--- src/rtl/if_stage_if.sv ---
// Instruction-memory bus between the fetch stage and the instruction memory.
// The fetch stage (master) drives the address; the memory (slave) returns the
// word at that address combinationally in the same cycle.
interface if_stage_if #(
   parameter int SIZE = 32
);
   logic [SIZE-1:0] imem_addr;
   logic [SIZE-1:0] imem_data;

   modport master (
      output imem_addr,
      input  imem_data
   );

   modport slave (
      input  imem_addr,
      output imem_data
   );
endinterface

--- src/rtl/if_stage.sv ---
// Instruction fetch stage with IF/ID pipeline register.
// Fetches from a combinational instruction memory addressed straight from the PC.
// Supports data-stall hold, EX-stage redirect (redirect beats stall) and optional
// CPI counters compiled in with the IF_PERF_CNT_EN macro; without it the counter
// outputs are tied to zero and no counter registers exist.
module if_stage #(
   parameter int              SIZE     = 32,
   parameter logic [SIZE-1:0] RESET_PC = '0
) (
   input  logic             clk,
   input  logic             rst_n,
   input  logic             dstall,
   input  logic             branch_taken,
   input  logic [SIZE-1:0]  branch_target,
   if_stage_if.master       imem,
   output logic [SIZE-1:0]  Instruction,
   output logic [SIZE-1:0]  PC4,
   output logic             valid,
   output logic [SIZE-1:0]  fetch_count,
   output logic [SIZE-1:0]  stall_count
);

   // Word alignment mask: the two low PC bits are always zero.
   localparam logic [SIZE-1:0] PC_MASK          = {{(SIZE-2){1'b1}}, 2'b00};
   localparam logic [SIZE-1:0] RESET_PC_ALIGNED = RESET_PC & PC_MASK;

   logic [SIZE-1:0] pc;
   logic [SIZE-1:0] pc_next;

   // Sequential fetch address; wraps naturally modulo 2^SIZE.
   assign pc_next        = pc + SIZE'(4);
   assign imem.imem_addr = pc;

   // PC and IF/ID register: redirect first, then stall hold, else normal fetch.
   always_ff @(posedge clk or negedge rst_n) begin
      if (!rst_n) begin
         pc          <= RESET_PC_ALIGNED;
         Instruction <= '0;
         PC4         <= '0;
         valid       <= 1'b0;
      end else if (branch_taken) begin
         pc          <= branch_target & PC_MASK;
         Instruction <= '0;
         PC4         <= '0;
         valid       <= 1'b0;
      end else if (!dstall) begin
         pc          <= pc_next;
         Instruction <= imem.imem_data;
         PC4         <= pc_next;
         valid       <= 1'b1;
      end
   end

`ifdef IF_PERF_CNT_EN
   logic            fetch_cycle;
   logic            stall_cycle;
   logic [SIZE-1:0] fetch_cnt;
   logic [SIZE-1:0] stall_cnt;

   // A redirect cycle counts as neither a fetch nor a stall.
   assign fetch_cycle = !branch_taken && !dstall;
   assign stall_cycle = !branch_taken && dstall;

   // Saturating CPI counters.
   always_ff @(posedge clk or negedge rst_n) begin
      if (!rst_n) begin
         fetch_cnt <= '0;
         stall_cnt <= '0;
      end else begin
         if (fetch_cycle && (fetch_cnt != '1)) begin
            fetch_cnt <= fetch_cnt + SIZE'(1);
         end
         if (stall_cycle && (stall_cnt != '1)) begin
            stall_cnt <= stall_cnt + SIZE'(1);
         end
      end
   end

   assign fetch_count = fetch_cnt;
   assign stall_count = stall_cnt;
`else
   assign fetch_count = '0;
   assign stall_count = '0;
`endif

endmodule
--- src/flat_wrapper.sv ---
// flat-port wrapper written by rule: the top's interface ports become plain ports
module if_stage_flat 
#(
   parameter int              SIZE     = 32,
   parameter logic [SIZE-1:0] RESET_PC = '0
)
  (clk, rst_n, dstall, branch_taken, branch_target, Instruction, PC4, valid, fetch_count, stall_count, imem_imem_addr, imem_imem_data);
  if_stage_if #(.SIZE(SIZE)) imem_i ();
  input  logic clk;
  input  logic rst_n;
  input  logic dstall;
  input  logic branch_taken;
  input  logic [SIZE-1:0] branch_target;
  output logic [SIZE-1:0] Instruction;
  output logic [SIZE-1:0] PC4;
  output logic valid;
  output logic [SIZE-1:0] fetch_count;
  output logic [SIZE-1:0] stall_count;
  output wire logic [$bits(imem_i.imem_addr)-1:0] imem_imem_addr;
  input wire logic [$bits(imem_i.imem_data)-1:0] imem_imem_data;
  assign imem_imem_addr = imem_i.imem_addr;
  assign imem_i.imem_data = imem_imem_data;
  if_stage #(.SIZE(SIZE), .RESET_PC(RESET_PC)) u_core (.clk(clk), .rst_n(rst_n), .dstall(dstall), .branch_taken(branch_taken), .branch_target(branch_target), .imem(imem_i), .Instruction(Instruction), .PC4(PC4), .valid(valid), .fetch_count(fetch_count), .stall_count(stall_count));
endmodule
--- config.mk ---
export PLATFORM = sky130hd
export DESIGN_NAME = if_stage_flat
export DESIGN_NICKNAME = d
export VERILOG_FILES = /design/src/rtl/if_stage_if.sv /design/src/rtl/if_stage.sv /design/src/flat_wrapper.sv
export SDC_FILE = /design/constraint.sdc
export NUM_CORES = 1
export LEC_CHECK = 0
export CAP_MARGIN = 20
export CELL_PAD_IN_SITES_DETAIL_PLACEMENT = 0
export CELL_PAD_IN_SITES_GLOBAL_PLACEMENT = 1
export CORE_AREA = 5 5 113 158
export DETAILED_ROUTE_END_ITERATION = 8
export DIE_AREA = 0 0 118 163
export GPL_TIMING_DRIVEN = 0
export PLACE_DENSITY = 0.89
export SLEW_MARGIN = 20
export SYNTH_ARGS = -nofsm -noshare
export SYNTH_HDL_FRONTEND = slang
export SYNTH_SLANG_ARGS = --single-unit
--- constraint.sdc ---
create_clock -name clk -period 5 [get_ports clk]
set_input_delay 1 -clock clk [delete_from_list [all_inputs] [get_ports clk]]
set_output_delay 1 -clock clk [all_outputs]
set_load 0.02 [all_outputs]
== After elaboration in Yosys (flattened, before gate mapping) ==
Index checks and enable logic that the tools add are counted.

* Add/sub/neg operators: 1
* Mux-type cells: 7
* Equal/unequal tests: 1

{| class="wikitable"
|+ Operators with widths
! cell !! count
|-
| 2-to-1 mux 32 bit || 5
|-
| adder 32 x 3 -> 32 bit (second input constant) || 1
|-
| 2-to-1 mux 1 bit || 2
|-
| != test 2 x 1 -> 1 bit (second input constant) || 1
|}

* Flip-flop bits (word level): 97
* Logic and storage cells: 13

== Logic depth before layout (Yosys ltp) ==
* Depth in word-level cells: 3
* Gate-level depth with buffers: 7

== Worst setup path after synthesis ==
No wires, ideal clock.

* Path kind: input port to flip-flop
* Start: in dstall
* End: reg u_core.pc[29], in the netlist u_core.imem.imem_addr[29]
* Setup slack: 2,494 ps
* Required time: 4,918 ps
* Arrival: 2,424 ps
* Cell stages on the path: 5
* Cell sequence: nand4b_1 -> or4_1 -> clkbuf_1 -> or4_1 -> a31oi_1

* Word-level cells in the longest chain between the ends: 1

{| class="wikitable"
|+ Ends and longest elaborated chain
! what !! RTL line !! source
|-
| from (decl) || flat_wrapper.sv:11 || <nowiki>input logic dstall;</nowiki>
|-
| != test 2 x 1 -> 1 bit (no line) || n/a ||
|-
| to (signal assigned) || if_stage.sv:42 || <nowiki>pc <= branch_target & PC_MASK;</nowiki>
|-
| to (signal assigned) || if_stage.sv:47 || <nowiki>pc <= pc_next;</nowiki>
|-
| to (decl) || if_stage.sv:27 || <nowiki>logic [SIZE-1:0] pc;</nowiki>
|}

No other way between the ends.
A chain may end at the register's enable or synchronous reset.

== Worst setup path in the final report ==
* Start: in dstall
* End: reg u_core.Instruction[11]

* Word-level cells in the longest chain between the ends: 1

{| class="wikitable"
|+ Ends and longest elaborated chain
! what !! RTL line !! source
|-
| != test 2 x 1 -> 1 bit (no line) || n/a ||
|-
| to (signal assigned) || if_stage.sv:48 || <nowiki>Instruction <= imem.imem_data;</nowiki>
|-
| to (decl) || if_stage.sv:16 || <nowiki>output logic [SIZE-1:0] Instruction,</nowiki>
|}

No other way between the ends.

==> results list <==
- After clock tree synthesis, the clock-pin slew on the worst setup and hold paths is 0.07 ns.
- Cell repeated most along the worst path: clkbuf_1
- Ordered cell list for the critical path: clkdlybuf4s50_1, clkbuf_1, clkbuf_1, clkbuf_1, mux2i_1, nor2_1
* # Max-Cap Violations: 0
- Synth Cell Area: 5240 um^2
- TritonCTS created 9 clock buffers.
- Across the whole layout, storage elements account for 2350 um^2.
- The detailed router finished its first iteration with 178 violations.
- Dividing the final minimum period by the clock period gives 0.652.
- The netlist uses 44 different library cells.
- FF-to-FF setup slack: 2.27 ns
- After synthesis, the mean cell area works out to 9.42 um^2.
- Most common cell after layout, fill and taps aside: clkdlybuf4s50_1
- Cell count of the worst reg-to-reg path: 7
- The number of antenna violations at the first check in global routing came to 0.
- Number of primary I/O pins: 229
- The number of hold buffers added after CTS was 0.
- In this run the standard cell core region covers 16400 um^2.
* Floorplan die area: 19200 um^2
- Wires add up to 17200 um.
* GR Overflow Total: 0
* Biggest area contributors in the synthesized netlist: dfrtp_1 45%, buf_4 9.7%, mux2i_1 6.1%
- Part of the Yosys area used for sequential elements: 0.449
- At the end of routability-driven placement, the weighted congestion stood at 0.876.
- VDD sags by at most 0.000155 V.
* Worst path top cell family by delay: buffers and inverters
- Highest clock frequency the design can meet: 307 MHz
* Setup Buffers After CTS: 0
- The worst hold path begins at u_core.valid.
* Clock H-tree levels: 3
- Static leakage: 3.30 nW
* Global-route wire length before repair: 26900 um
- Summed over all instances, the cell type with the most area after synthesis is dfrtp_1.
- Endpoint of the worst hold path: u_core.valid
* Run status: finished clean
- Hold path depth: 1
- In the final design database the tool counted 862 nets.
* Commonest non-fill, non-tap cells in the layout: 159 x clkdlybuf4s50_1, 94 x dfrtp_1, 79 x nor2_1
- Non-Filler Cell Area, Final: 7660 um^2
- Setup Crit Path Kind: input port to flop
- Uppermost signal routing layer after detailed routing: met4
- The number of global-route vias before repair came to 4940.
- Once the clock tree was built, the resizer swapped 0 gates to a different size.
* Sink count of the clock tree: 94
- Remaining design rule violation count: 0
- Fin Clk Skew: 0.0102 ns
- After detailed routing, the number of vias per cell comes to 4.88.
* Ratio of cells with drive above 1 in the final layout: 0.128
* Pin count of the biggest net entering global routing: 57
- Buffer cell driving the clock tree root: clkbuf_16
- Post-synthesis register bit count: 94
- Summing all multi-input logic gate instances after layout gives 2430 um^2.
* Startpoint kind of the worst setup timing path: input port
- IO Port Bufs: 160
* Launch point of the critical path: dstall
- The startpoint identified for the worst register-to-register timing path is u_core.imem.imem_addr[2].
- Power per Cell Area: 275 nW/um^2
- Yosys mapped a number of flops with a built-in enable equal to 0.
- Minimum clock period: 3.26 ns
- Critical path peak fanout: 10
- At the worst endpoint, the required time is 5.22 ns.
* Total placed instance area: 7370 um^2
- Latest clock arrival within the worst-skew pair: 0.34 ns
* Max_slew headroom: 0.333
- In this run the core area contains 56 standard-cell rows.
- TritonCTS clock tree: done
- Data on the critical path arrives at its endpoint at 3.48 ns.
* Chip Width: 118 um
- Top flip-flop cell by instance count after synthesis: dfrtp_1
- In this run the remaining antenna-violating nets after routing total 0.
- In this run the number of cells on the critical path is 6.
- Synthesis produced a netlist whose cell count is 556.
- The worst register-to-register path ends at u_core.imem.imem_addr[28].
* Y dimension of the die: 163 um
- The min-delay analysis places its worst path in the category flop to flop.
- Critical-path top delay cell: clkbuf_1
- Buffering stage count on the worst path with inverters included: 4
* Post-Route M1 WL: 6380 um
- Setup violations remaining at the end of the flow were counted as 0.
* Global-route usage over all layers: 0.176
* Total length of routed met3 wires: 1560 um
- First-pass iteration count of the detailed router: 6
- At the pin with the least slew margin, the transition time is 0.991 ns.
- Critical path capture point type: flop
* Initial core utilization: 0.320
- Number of fill cells: 1667
* RSZ-0062 raised after global routing: false
* Final Hold Fails: 0
- For this block, the via count after detailed routing is 4885.
- Of the post-synthesis cell area, the dominant cell type holds 0.449.
- Largest incremental delay on the critical path: 0.61 ns
- Summing internal, switching and leakage power gives 2.11 mW.
- Wire length on met2: 8720 um
* Maximum clock insertion buffer count: 2
- Relative to the synthesized area, the layout overhead comes to 46.2%.
* Antenna diode instance count: 0
- The Yosys step of the flow raised 0 warnings.
- Count of final max-slew check failures: 0
- Dividing the detail-routed wire length by the instance count gives 17.2 um.
- HPWL after detailed placement: 13200 um
* Post-synth ARST share: 1.00
==> cells in the mapped netlist, drive strengths merged (3+ instances only) <==
cell type  number
dfrtp          94
nor2           79
buf            76
nand2          34
mux2i          32
clkbuf         29
or4            27
o21ai          22
o31ai          21
a31oi          20
xnor2          15
a311oi         14
nand3          11
or3            11
nor3            9
a21oi           8
nand4           8
a211oi          7
inv             7
xor2            5
nor4            3
or2             3
==> area by class of cell <==
class                      instances  share of cell area
buffer                           105              0.0874
sequential                        94               0.307
timing repair buffer             161               0.213
clock buffer                       9              0.0294
tap                              203              0.0332
clock inverter                     7             0.00850
inverter                           7             0.00343
multi-input combinational        415               0.318
==> flip-flops by register name, indices dropped and copies added (netlist names) <==
register / cells
u_core.Instruction: 32
u_core.valid: 1
u_core.PC4: 31
u_core.imem.imem_addr: 30
==> logic make-up (layout without fill, tap and decap cells) <==
kind of cell,after synthesis,after routing,share of synthesized area
other,1,66,0.000716
AOI/OAI and AO/OA,100,100,0.128
xor gates and xnor gates,20,20,0.0334
and+or+nand+nor,196,196,0.192
muxes,32,32,0.0611
buffers and inverters,112,289,0.133
adders and majority gates,1,1,0.00239
DFF,94,94,0.449
==> power breakdown <==
| part | total (mW) | internal [mW] | switching [mW] |
|---|---|---|---|
| registers | 0.886 | 0.816 | 0.0699 |
| clock network | 0.685 | 0.384 | 0.301 |
| logic | 0.537 | 0.248 | 0.289 |
| total | 2.11 | 1.45 | 0.659 |
==> through the flow <==
step | TNS (ns) | instances | util | hold WS, ns | worst slack, ns
after floorplan | 0 | 621 | - | 0.592 | 2.49
after global placement | -74.87 | 984 | 0.448 | 0.497 | -0.806
after detailed placement | 0 | 985 | 0.449 | 0.489 | 1.33
after CTS | 0 | 1001 | 0.467 | 0.501 | 1.69
after global routing | 0 | 1001 | 0.467 | 0.515 | 1.53
final | 0 | 1001 | 0.467 | 0.489 | 1.74
==> per-layer routing <==
layer	global-route usage	up-vias
li1	-	2333
met3	0.0615	37
met2	0.303	227
met4	0.0741	0
met5	0	-
met1	0.196	2288
==> worst max path at each step <==
stage	to	slack [ns]
2_1_floorplan	u_core.imem.imem_addr[29]	2.49
3_3_place_gp	u_core.Instruction[23]	-0.81
3_5_place_dp	u_core.Instruction[21]	1.33
4_1_cts	u_core.Instruction[21]	1.69
5_1_grt	u_core.Instruction[15]	1.53
6_report	u_core.Instruction[11]	1.74
==> worst register-to-register path, delay by kind of cell, from the launching register on <==
kind / cells / cell delay [ns]
compound gates: 2 / 0.57
buf+inv: 2 / 0.37
fa+ha+maj: 1 / 0.29
flops: 1 / 0.49
simple gates: 2 / 0.88
No activity file was read; power rests on OpenSTA's default activity.
